`config.mk`:
```
export PLATFORM = sky130hd
export DESIGN_NAME = chu_pad_arb
export DESIGN_NICKNAME = d
export VERILOG_FILES = /design/src/rtl/chu_pad_arb.sv
export SDC_FILE = /design/constraint.sdc
export NUM_CORES = 1
export LEC_CHECK = 0
export ABC_CLOCK_PERIOD_IN_PS = 2600
export BUFFER_PORTS_ARGS = -buffer_cell sky130_fd_sc_hd__buf_4
export CORE_AREA = 8 8 99 101
export CTS_CLUSTER_DIAMETER = 30
export DETAILED_ROUTE_END_ITERATION = 10
export DIE_AREA = 0 0 107 109
export PLACE_DENSITY = 0.82
export SLEW_MARGIN = 20
export SYNTH_ARGS = -nofsm -noshare
export SYNTH_HDL_FRONTEND = slang
export SYNTH_SLANG_ARGS = --single-unit
```
`constraint.sdc`:
```
create_clock -name sys_clk -period 2.6 [get_ports sys_clk]
set_input_delay 0.39 -clock sys_clk [delete_from_list [all_inputs] [get_ports sys_clk]]
set_output_delay 0.39 -clock sys_clk [all_outputs]
set_load 0.01 [all_outputs]
```
`src/rtl/chu_pad_arb.sv`:
```
// chu_pad_arb: round-robin sequencer sharing one chu_pad core among NREQ sources.
// Define CHU_PAD_ARB_PRIO_EN to give source 0 fixed top priority.
module chu_pad_arb #(
    parameter int NREQ = 4,
    parameter int DW   = 32,
    parameter int ALGW = 2
) (
    input  logic                 sys_clk,
    input  logic                 sys_reset,
    input  logic [NREQ-1:0]      req_val,
    input  logic [NREQ-1:0]      req_sop,
    input  logic [NREQ-1:0]      req_eop,
    input  logic [NREQ*DW-1:0]   req_data,
    input  logic [NREQ*ALGW-1:0] req_alg,
    output logic [NREQ-1:0]      req_rdy,
    input  logic                 pad_done,
    output logic                 pad_sop,
    output logic                 pad_val,
    output logic                 pad_eop,
    output logic [DW-1:0]        pad_data,
    output logic [ALGW-1:0]      pad_alg,
    output logic [NREQ-1:0]      grant,
    output logic                 busy,
    output logic [15:0]          msg_cnt,
    output logic                 proto_err
);
    localparam int IW = (NREQ > 1) ? $clog2(NREQ) : 1;

    typedef enum logic [1:0] {
        S_IDLE,
        S_GRANT,
        S_WAIT
    } state_t;

    state_t          r_state;
    logic [IW-1:0]   r_rr;
    logic [IW-1:0]   r_idx;
    logic [NREQ-1:0] r_grant;
    logic            r_first;
    logic            r_pad_sop;
    logic            r_pad_val;
    logic            r_pad_eop;
    logic [DW-1:0]   r_pad_data;
    logic [ALGW-1:0] r_pad_alg;
    logic [15:0]     r_msg_cnt;
    logic            r_proto_err;

    logic [NREQ-1:0] w_cand;
    logic [NREQ-1:0] w_cand_rr;
    logic [IW-1:0]   w_win;
    logic [IW-1:0]   w_rr_nxt;
    logic            w_found;
    logic            w_upd_rr;
    logic            w_acc;
    logic            w_sop;
    logic            w_eop;
    logic [DW-1:0]   w_data;
    logic [ALGW-1:0] w_alg;

    assign w_cand = req_val & req_sop;

`ifdef CHU_PAD_ARB_PRIO_EN
    assign w_cand_rr = w_cand & ~NREQ'(1);
`else
    assign w_cand_rr = w_cand;
`endif

    // Lowest candidate overall, overridden by the lowest one at or after rr.
    always_comb begin
        w_win    = '0;
        w_found  = 1'b0;
        w_upd_rr = 1'b0;
        for (int i = NREQ - 1; i >= 0; i--) begin
            if (w_cand_rr[i]) begin
                w_win   = IW'(i);
                w_found = 1'b1;
            end
        end
        for (int i = NREQ - 1; i >= 0; i--) begin
            if (w_cand_rr[i] && (IW'(i) >= r_rr)) begin
                w_win = IW'(i);
            end
        end
        w_upd_rr = w_found;
`ifdef CHU_PAD_ARB_PRIO_EN
        if (w_cand[0]) begin
            w_win    = '0;
            w_found  = 1'b1;
            w_upd_rr = 1'b0;
        end
`endif
    end

    assign w_rr_nxt = (w_win == IW'(NREQ - 1)) ? '0 : w_win + 1'b1;

    assign req_rdy = (r_state == S_GRANT) ? r_grant : '0;
    assign w_acc   = |(req_val & req_rdy);
    assign w_sop   = req_sop[r_idx];
    assign w_eop   = req_eop[r_idx];
    assign w_data  = req_data[r_idx*DW +: DW];
    assign w_alg   = req_alg[r_idx*ALGW +: ALGW];

    always_ff @(posedge sys_clk or negedge sys_reset) begin
        if (!sys_reset) begin
            r_state     <= S_IDLE;
            r_rr        <= '0;
            r_idx       <= '0;
            r_grant     <= '0;
            r_first     <= 1'b0;
            r_pad_sop   <= 1'b0;
            r_pad_val   <= 1'b0;
            r_pad_eop   <= 1'b0;
            r_pad_data  <= '0;
            r_pad_alg   <= '0;
            r_msg_cnt   <= '0;
            r_proto_err <= 1'b0;
        end else begin
            r_pad_val   <= 1'b0;
            r_pad_sop   <= 1'b0;
            r_pad_eop   <= 1'b0;
            r_proto_err <= pad_done && (r_state != S_WAIT);
            unique case (r_state)
                S_IDLE: begin
                    if (w_found) begin
                        r_grant <= NREQ'(1) << w_win;
                        r_idx   <= w_win;
                        r_first <= 1'b1;
                        r_state <= S_GRANT;
                        if (w_upd_rr) begin
                            r_rr <= w_rr_nxt;
                        end
                    end
                end
                S_GRANT: begin
                    if (w_acc) begin
                        r_pad_val  <= 1'b1;
                        r_pad_eop  <= w_eop;
                        r_pad_data <= w_data;
                        r_first    <= 1'b0;
                        // A sop inside a message is flagged and stripped.
                        if (r_first) begin
                            r_pad_sop <= w_sop;
                            r_pad_alg <= w_alg;
                            if (!w_sop) begin
                                r_proto_err <= 1'b1;
                            end
                        end else if (w_sop) begin
                            r_proto_err <= 1'b1;
                        end
                        if (w_eop) begin
                            r_grant   <= '0;
                            r_msg_cnt <= r_msg_cnt + 16'd1;
                            r_state   <= S_WAIT;
                        end
                    end
                end
                S_WAIT: begin
                    if (pad_done) begin
                        r_state <= S_IDLE;
                    end
                end
                default: r_state <= S_IDLE;
            endcase
        end
    end

    assign pad_sop   = r_pad_sop;
    assign pad_val   = r_pad_val;
    assign pad_eop   = r_pad_eop;
    assign pad_data  = r_pad_data;
    assign pad_alg   = r_pad_alg;
    assign grant     = r_grant;
    assign busy      = (r_state != S_IDLE);
    assign msg_cnt   = r_msg_cnt;
    assign proto_err = r_proto_err;

endmodule
```
==> results.cfg <==
[worst_setup_path]
crit_required_ps = 2830
end_kind = register
cp_max_fo = 23
crit_chain = nor2b_1, o21a_2, buf_4, mux2_2
crit_path_start = r_state[1]
cpPeakStageDelay_ps = 580
r2r_cells = 4
start_kind = register
rr_endpoint = pad_data[28]
worstPathArrival_ps = 2330
r2r_start = r_state[1]
critPathCapture = pad_data[28]
r2r_slack_ps = 490
worst-path-buf-inv = 1
worst-setup-path-type = register to register
crit_cells = 4
cpLargestDelayFamily = compound AO/OA/AOI/OAI gates
crit_slowest_cell = o21a_2

[timing]
setup_tns_ps = 0
tightest_slew_ps = 812.9
timing.clock.skew_ps = 7.019
setup_violations = 0
slew_viol_final = 0
fmax_ghz = 0.4744
fin_crit_ps = 2108
hold_violations = 0
fin_crit_sh_pct = 81.07
slew_headroom_pct = 45.81
rsz0062_at_grt = false

[placement]
dp_hpwl_um = 9311
dp_cells = 561
dpl_cell_area_um2 = 5309
routabilityCongestion = 0.8864
portBuffers = 213

[power]
p_leak_nw = 2.663
total_power_mw = 5.752
powerDensity_nw_per_um2 = 1034
peakVddDrop_mv = 0.4861

[detailed_routing]
drt_pass1_iterations = 6
drt-vias-per-instance = 5.277
drtIter0Drc = 102
ant_nets = 0
drc = 0
routed_wl_um = 11300
vias = 3045
detail_route.wl_per_cell_um = 19.59

[cts]
cts_root_buf = clkbuf_8
clock_latency_ps = 340
clock-sinks = 65
post-cts-setup-buffer-count = 0
path_clk_slew_ps = 80
cts_hold_buffers = 0
tritoncts = yes
cts_buffer_depth = 2
cts-resized-gates = 0
cts_buffers = 9
htree_levels = 3

[layout]
final_nets = 620
final_cell_area_um2 = 5562
drive_gt1_share_pct = 66.95
diodes = 0
area_growth_pct = 54.55
finalNonFillerCells = 577
fill_cells = 646
utilization_pct = 66.36

[grt]
grt_start_max_net_pins = 66
grt_usage_pct = 19.90
grt_pass1_wl_um = 18070
grt-ovfl-total = 0
antenna_found_initial = 0
first_global_vias = 3541

[floorplanning]
fp-row-count = 34
die_h_um = 109
die_w_um = 107
initial_core_util_pct = 42.94
ios = 214
dieArea_um2 = 11660
core_area_um2 = 8381

[logic_synthesis]
ys.flop_type = dfrtp_1
netlist_instances = 247
avgSynthCellArea_um2 = 14.57
yosys_register_bits = 65
seq_area_frac_synth_pct = 45.20
synth_fp_nets = 403
yosysWarnings = 0
ys_async_sr_fraction_pct = 100.0
synth.distinct_cells = 37
synth_edf_count = 0
synth_area_um2 = 3598

[run]
cap_violations = 0

[min_path]
hold_class = input pin to async pin

[status]
outcome = complete, no violations
-- worst min-delay path by stage --
stage	start	endpoint	slack, ps	cells after the start
after floorplan	sys_reset	grant[0]	90	0
final	sys_reset	msg_cnt[9]	130	1
after global placement	msg_cnt[15]	msg_cnt[15]	460	1
after CTS	sys_reset	msg_cnt[9]	160	1
after detailed placement	msg_cnt[15]	msg_cnt[15]	480	1
after global routing	sys_reset	msg_cnt[9]	190	1
-- worst register-to-register path, delay by kind of cell, from the launching register on --
| family | cells | cell delay (ps) |
|---|---|---|
| flops | 1 | 430 |
| buf+inv | 1 | 310 |
| mux | 1 | 350 |
| simple gates | 1 | 330 |
| compound gates | 1 | 580 |
-- synth_stat cells (all sizes together), types with 4 or more instances --
| library cell | instances | area, µm² |
|---|---|---|
| xnor2 | 7 | 61.31 |
| mux2 | 38 | 431.7 |
| xor2 | 9 | 78.83 |
| ha | 5 | 62.56 |
| nand2 | 9 | 33.78 |
| mux4 | 36 | 814.5 |
| inv | 4 | 15.01 |
| buf | 11 | 67.56 |
| nand3 | 7 | 35.03 |
| nor2 | 8 | 30.03 |
| a22o | 6 | 52.55 |
| and2 | 6 | 37.54 |
| dfrtp | 65 | 1627 |
-- power breakdown --
| part | internal [mW] | switching (mW) | leakage [nW] |
|---|---|---|---|
| combinational | 1.72 | 1.23 | 1.74 |
| clock | 0.666 | 0.409 | 0.123 |
| sequential | 1.43 | 0.294 | 0.805 |
| total | 3.82 | 1.93 | 2.66 |
-- flip-flops by register name, summed over array words and instances, names as in the netlist, 2 cells and up --
register	count
grant	4
msg_cnt	16
pad_alg	2
pad_data	32
r_idx	2
r_rr	2
r_state	2
-- routing by layer --
layer	global-route usage [%]	vias to the layer above	wire length (µm)
met3	8.511	16	1083
met4	6.231	0	154
li1	-	1385	-
met1	20.66	1508	4053
met5	0	-	0
met2	35.70	136	6013
-- placed cells by master (no fill, tap or decap), types with 7 or more instances in the layout --
master,synthesis,routed
buf_4,0,220
dfrtp_1,65,64
mux2_2,37,37
mux4_2,35,35
clkbuf_8,0,10
nand2_1,9,9
xor2_1,9,9
nor2_1,8,8
nand3_1,7,7
xnor2_1,7,7
-- through the flow --
stage	worst slack (ps)	hold WS (ps)
after floorplan	916.5	94.41
after global placement	633.3	459.5
after detailed placement	516.5	475.8
after CTS	486.7	161.1
after global routing	397.3	191.7
final	492.2	130.1
-- logic make-up after synthesis --
| group | count (synthesis) | synth area share, % |
|---|---|---|
| compound gates | 24 | 5.251 |
| flops | 65 | 45.20 |
| mux | 74 | 34.63 |
| simple gates | 45 | 6.676 |
| fa+ha+maj | 5 | 1.739 |
| buf+inv | 18 | 2.608 |
| xor+xnor | 16 | 3.894 |
-- area by class of cell --
| class | instances | area, µm² | area share, % |
|---|---|---|---|
| multi-input cells | 164 | 1879 | 33.79 |
| inverters | 4 | 15.01 | 0.2700 |
| repair buffers | 220 | 1652 | 29.70 |
| clock inverters | 6 | 115.1 | 2.070 |
| flip-flops and latches | 65 | 1628 | 29.27 |
| clock buffers | 10 | 137.6 | 2.475 |
| well taps | 108 | 135.1 | 2.430 |
(Power assumes the default switching activity.)
